--- src/rtl/multi_prescaler.sv ---
// multi_prescaler: N-channel programmable clock-enable generator with tick and 50% level outputs.
// Ratio writes are shadowed and take effect only at a period wrap or on sync, so periods never glitch.
module multi_prescaler #(
  parameter int CHANNELS = 4,
  parameter int WIDTH = 32,
  parameter logic [WIDTH-1:0] DEFAULT_RATIO = WIDTH'(50_000_000)
) (
  input  logic                i_clock,
  input  logic                i_reset,
  input  logic                i_enable,
  input  logic                i_sync,
  input  logic [CHANNELS-1:0] i_ratio_we,
  input  logic [WIDTH-1:0]    i_ratio_wdata,
  output logic [CHANNELS-1:0] o_tick,
  output logic [CHANNELS-1:0] o_level,
  output logic [CHANNELS-1:0] o_pending
);
  for (genvar g = 0; g < CHANNELS; g++) begin : g_ch
    logic [WIDTH-1:0] r_ratio, r_shadow, r_cnt;
    logic             r_tick, r_level, r_pending;
    logic [WIDTH-1:0] w_eff;
    logic             w_wrap, w_we;
    // a stored ratio of 0 behaves exactly like 1
    assign w_eff  = (r_ratio == '0) ? WIDTH'(1) : r_ratio;
    assign w_wrap = r_cnt == w_eff - WIDTH'(1);
    assign w_we   = i_ratio_we[g];
    always_ff @(posedge i_clock or posedge i_reset) begin
      if (i_reset) begin
        r_ratio   <= DEFAULT_RATIO;
        r_shadow  <= DEFAULT_RATIO;
        r_cnt     <= '0;
        r_tick    <= 1'b0;
        r_level   <= 1'b0;
        r_pending <= 1'b0;
      end else if (i_sync || (i_enable && w_wrap)) begin
        // a write landing on a boundary bypasses the shadow and is applied at once
        r_cnt     <= '0;
        r_tick    <= !i_sync;
        r_level   <= i_sync ? 1'b0 : ~r_level;
        r_ratio   <= w_we ? i_ratio_wdata : r_shadow;
        r_shadow  <= w_we ? i_ratio_wdata : r_shadow;
        r_pending <= 1'b0;
      end else begin
        r_cnt     <= i_enable ? r_cnt + WIDTH'(1) : r_cnt;
        r_tick    <= 1'b0;
        r_shadow  <= w_we ? i_ratio_wdata : r_shadow;
        r_pending <= w_we | r_pending;
      end
    end
    assign o_tick[g]    = r_tick;
    assign o_level[g]   = r_level;
    assign o_pending[g] = r_pending;
  end
endmodule
--- config.mk ---
export PLATFORM = sky130hd
export DESIGN_NAME = multi_prescaler
export DESIGN_NICKNAME = d
export VERILOG_FILES = /design/src/rtl/multi_prescaler.sv
export SDC_FILE = /design/constraint.sdc
export NUM_CORES = 1
export LEC_CHECK = 0
export ABC_AREA = 1
export CELL_PAD_IN_SITES_DETAIL_PLACEMENT = 1
export CELL_PAD_IN_SITES_GLOBAL_PLACEMENT = 1
export CORE_MARGIN = 8
export CORE_UTILIZATION = 45
export CTS_BUF_LIST = sky130_fd_sc_hd__clkbuf_8
export CTS_CLUSTER_DIAMETER = 60
export DETAILED_ROUTE_END_ITERATION = 10
export GPL_ROUTABILITY_DRIVEN = 0
export MAX_ROUTING_LAYER = met4
export PLACE_DENSITY_LB_ADDON = 0.1
export SYNTH_ARGS = -nofsm -noshare
export SYNTH_HDL_FRONTEND = slang
export SYNTH_SLANG_ARGS = --single-unit
--- constraint.sdc ---
create_clock -name i_clock -period 14.4 [get_ports i_clock]
set_clock_uncertainty 0.2 [all_clocks]
set_input_delay 2.88 -clock i_clock [delete_from_list [all_inputs] [get_ports i_clock]]
set_output_delay 2.88 -clock i_clock [all_outputs]
set_load 0.005 [all_outputs]
=== Word level (Yosys, flattened, before mapping) ===
Cells that the tools add are included.

* Logic and storage cells: 89
* Register bits: 396
* Bits of input ports: 40

* Reductions and logical operators: 17
* Add/sub/neg operators: 8
* Bitwise operators: 8
* Equality and inequality tests: 4
* Mux-type cells: 28

{| class="wikitable"
|+ Operator list
! kind !! count
|-
| $mux 32 || 16
|-
| $add 32x1->32 const B || 4
|-
| $eq 32x32->1 || 4
|-
| $logic_not 32->1 || 4
|-
| $sub 32x1->32 const B || 4
|-
| $mux 1 || 12
|-
| $reduce_bool 2->1 || 4
|-
| $logic_and 1x1->1 || 4
|-
| $logic_or 1x1->1 || 4
|-
| $not 1->1 || 4
|-
| $or 1x1->1 || 4
|-
| $logic_not 1->1 || 1
|}

=== Longest topological paths before layout ===
* Depth in word-level cells: 7
* Gate-level depth with buffers: 25
* Mapped depth without buffers: 22

=== Worst setup path before layout ===
OpenSTA, ideal clock, no wires.

* Path type: input to register
* Start: input port i_enable
* End: register g_ch[2].r_cnt[29]
* Path buffers: 1
* Data arrival time: 4.577 ns
* Library setup time: 0.120 ns
* Stages: 13
* Required time: 14.080 ns
* Setup slack: 9.503 ns
* Cell sequence: buf_4 -> inv_1 -> nor2_1 -> nand3_1 -> inv_1 -> nand3_1 -> nor3_1 -> nand4_1 -> nor2_1 -> nand3_1 -> nor2_1 -> xnor2_1 -> nor2_1

* Cells in the longest elaborated chain, start to end: 3

{| class="wikitable"
|+ Ends and longest elaborated chain
! what !! line !! text
|-
| start: declaration || 10 || <nowiki>input logic i_enable,</nowiki>
|-
| $logic_and 1x1->1 || 35 || <nowiki>end else if (i_sync || (i_enable && w_wrap)) begin</nowiki>
|-
| $logic_or 1x1->1 || 35 ||
|-
| $mux 32 or $reduce_bool 2->1 (tied branches) || -- ||
|-
| end signal: assignment || 44 || <nowiki>r_cnt <= i_enable ? r_cnt + WIDTH'(1) : r_cnt;</nowiki>
|-
| end: declaration || 19 || <nowiki>logic [WIDTH-1:0] r_ratio, r_shadow, r_cnt;</nowiki>
|}

Several ways; a longest one is shown, not always the timed one.
A chain may end at the register's enable or synchronous reset.

=== Worst setup path after layout ===
* Start: input port i_enable
* End: register g_ch[1].r_ratio[0]

* Cells in the longest elaborated chain, start to end: 2

{| class="wikitable"
|+ Ends and longest elaborated chain
! what !! line !! text
|-
| $logic_and 1x1->1 || 35 ||
|-
| $logic_or 1x1->1 || 35 ||
|-
| end signal: assignment || 40 || <nowiki>r_ratio <= w_we ? i_ratio_wdata : r_shadow;</nowiki>
|-
| end: declaration || 19 ||
|}

Every way passes these cells.

==> impl_metrics.json <==
{
  "status": "completed",
  "floorplan.core_area_um2": 49800,
  "drt_wl_total_mm": 66.8,
  "critPathSlowestCell": "sky130_fd_sc_hd__buf_4",
  "swShare_pct": 29.7,
  "synth_seq_area_share_pct": 44.6,
  "worstReg2RegEnd": "g_ch[1].r_ratio[0]",
  "critical_path_arrival_ns": 6.61,
  "number_of_vias_per_cell_after_detailed_routing": 5.26,
  "port-buffer-count": 51,
  "synth_area_um2": 22500,
  "die_w_um": 240,
  "crit_type": "in -> reg",
  "detailedRoute.firstIterationViolations": 1088,
  "timing.hold.worst.class": "reg -> reg",
  "intPower_mw": 2.03,
  "fin_tns_setup_ns": 0,
  "grt_antenna_before_repair": 3,
  "routed-wl-met3_mm": 2.22,
  "cts.repair_timing.setup_buffer_count": 0,
  "timing.critical_path.fanout_max": 47,
  "max-slew-margin-rel_pct": 34.4,
  "max_cap_viol_count": 0,
  "drtPass1Iterations": 5,
  "ys_seq_elements": 396,
  "final_hold_viol_count": 0,
  "hold_ws_ns": 0.294,
  "wirelength_met1_mm": 31.3,
  "share_clk_of_total_power_pct": 39.8,
  "ys_dominant_reg_cell": "sky130_fd_sc_hd__dfrtp_1",
  "fillCellCount": 6051,
  "timing.critical_path.cells": "buf_2 -> buf_4 -> inv_1 -> buf_4 -> a21oi_1 -> o221ai_1 -> nor3_2 -> nand2_1 -> nor2_2 -> nand2_1 -> nor2_2 -> nand3_2 -> buf_4 -> nand2_2 -> buf_4 -> nand2_1 -> nand2_1",
  "worst_r2r_path_depth": 24,
  "cts_sinks": 396,
  "cts-root-buf": "sky130_fd_sc_hd__clkbuf_8",
  "highest_layer": "met4",
  "clock_path_buffers": 3,
  "first_pass_grt_wire_length_mm": 109,
  "post_synth.cell_area_avg_um2": 8.11,
  "route.detailed.drc": 0,
  "edff_count_synth": 0,
  "regToRegSetupSlack_ns": 9.63,
  "synth.top_cells.by_area": "sky130_fd_sc_hd__dfrtp_1, sky130_fd_sc_hd__nand2_1, sky130_fd_sc_hd__dfstp_2",
  "ant_nets": 0,
  "sequentialPowerShare_pct": 45.3,
  "period_share_pct": 43.4,
  "origin_of_the_worst_min_delay_path": "g_ch[2].r_shadow[3]",
  "flow.area_growth_from_synthesis_pct": 11.1,
  "post-synth-top-area-cell": "sky130_fd_sc_hd__dfrtp_1",
  "hold_buffers": 0,
  "worst_skew_pair.late_latency_ns": 0.64,
  "setup_viol_count_final": 0,
  "start_util_pct": 45.2,
  "die-height_um": 240,
  "fin_crit_period_ns": 6.24,
  "p_leak_nw": 11.4,
  "ys_async_sr_fraction_pct": 100,
  "synth_cell_types": 44,
  "regArea_um2": 10000,
  "number_of_vias_after_detailed_routing": 18715,
  "post_drt_wl_per_cell_um": 18.8,
  "grt_start_max_net_pins": 168,
  "total_number_of_placement_rows": 82,
  "tritoncts.num_buffers": 73,
  "worstSetupEndpoint": "g_ch[1].r_ratio[0]",
  "track_usage_pct": 24.4,
  "floorplan.die_area_um2": 57400,
  "grt_setup_unrepaired": "no",
  "h-tree-depth": 3,
  "final-max-slew-violation-count": 0,
  "io-pin-count": 52,
  "synth.net_count": 2824,
  "ys_warn_count": 0,
  "yosys.area.top_type_share_pct": 33.4,
  "tritoncts": "done",
  "final_net_count": 2872,
  "mostFrequentLayoutCells": "sky130_fd_sc_hd__nand2_1, sky130_fd_sc_hd__nor2_1, sky130_fd_sc_hd__dfrtp_1",
  "path_clk_slew_ns": 0.06,
  "timing.critical_path.from": "i_enable",
  "first_global_vias": 20000,
  "cts_resized": 0,
  "wl_met2_mm": 31.0,
  "clock.fmax_mhz": 160,
  "layout.cells.most_common": "sky130_fd_sc_hd__nand2_1",
  "power.ir.vdd_worst_mv": 0.0584,
  "drive_above_1_share_pct": 14.8,
  "post_synthesis_cells": 2776,
  "multi_input_comb_area_um2": 11000,
  "net-switching-power_mw": 0.857,
  "combinational_power_share_pct": 14.9,
  "worst-endpoint-required_ns": 14.77,
  "hpwl_mm": 48.3,
  "worst_setup_path_start_kind": "primary input",
  "grt-ovfl-total": 0,
  "worstSetupEndpointType": "flop",
  "r2r-start": "g_ch[1].r_ratio[7]",
  "transition_time_of_the_tightest_slew_check_pin_ns": 0.984,
  "powerDensity_nw_per_um2": 115,
  "cp_slowest_stage_delay_ns": 0.53
}
worst min-delay path by stage:
stage,end,slack [ns],depth (start not counted)
6_report,g_ch[2].r_shadow[3],0.29,1
5_1_grt,g_ch[2].r_shadow[4],0.31,1
4_1_cts,g_ch[3].r_shadow[11],0.30,1
3_5_place_dp,g_ch[3].r_shadow[11],0.29,1
3_3_place_gp,g_ch[2].r_shadow[29],0.28,1
2_1_floorplan,g_ch[0].r_shadow[29],0.27,1
synthesized netlist by cell type (all sizes together) (7+ instances only):
master	number
clkbuf	38
xnor2	67
a21oi	7
ha	8
dfstp	96
nor2	489
mux2	128
inv	233
nand3	276
dfrtp	300
nand3b	20
nor3	46
nand4	56
nand2	676
o22ai	8
buf	59
o21ai	25
or2	25
nor4	13
xor2	182
power by group through the flow:
| stage | combinational, mW | sequential (mW) | clock (mW) |
|---|---|---|---|
| after floorplan | 0.325 | 1.29 | 0 |
| final | 0.430 | 1.31 | 1.15 |
| after global placement | 0.415 | 1.32 | 0 |
| after CTS | 0.435 | 1.31 | 1.18 |
| after detailed placement | 0.431 | 1.32 | 0 |
| after global routing | 0.485 | 1.32 | 1.23 |
layer usage:
metal	vias up	track usage (%)
li1	8928	-
met1	9381	32.0
met2	290	38.4
met3	116	3.42
met4	0	8.91
met5	-	-
worst max-delay path: cells and delay by family:
| family | cells | cell delay, ns |
|---|---|---|
| and+or+nand+nor | 9 | 1.19 |
| AOI/OAI and AO/OA | 2 | 0.28 |
| buffers and inverters | 6 | 2.19 |
stage by stage:
step | setup WS [ns] | util, % | std cells | power (mW) | instance area [um^2]
after floorplan | 0.468 | - | 2776 | 1.61 | 22500
after global placement | 7.64 | 47.1 | 3421 | 1.73 | 23400
after detailed placement | 7.51 | 47.1 | 3421 | 1.75 | 23400
after CTS | 8.20 | 50.3 | 3554 | 2.92 | 25000
after global routing | 7.88 | 50.3 | 3557 | 3.03 | 25000
final | 8.16 | 50.3 | 3557 | 2.88 | 25000
cells by family after synthesis:
logic type / after synthesis / synth area share, %
flip-flops: 396 / 44.6
multiplexers: 132 / 6.58
AND/OR/NAND/NOR: 1608 / 30.8
buffers and inverters: 330 / 6.43
XOR/XNOR: 250 / 9.79
adder cells (fa/ha/maj): 8 / 0.445
AO/OA/AOI/OAI: 52 / 1.37
flip-flops by register name (all words and copies together), names as in the netlist:
signal / flops
g_ch.r_ratio: 128
g_ch.r_shadow: 128
g_ch.r_pending: 4
g_ch.r_cnt: 128
g_ch.r_tick: 4
g_ch.r_level: 4
layout make-up:
cell class	instances	share of cell area, %
multi-input cells	2050	44.1
flip-flops and latches	396	40.1
clock buffers	95	5.23
inverters	233	3.54
well taps	672	3.36
repair buffers	70	2.62
clock inverters	38	1.01
diodes	3	0.0300
No activity file was read; power rests on OpenSTA's default activity.
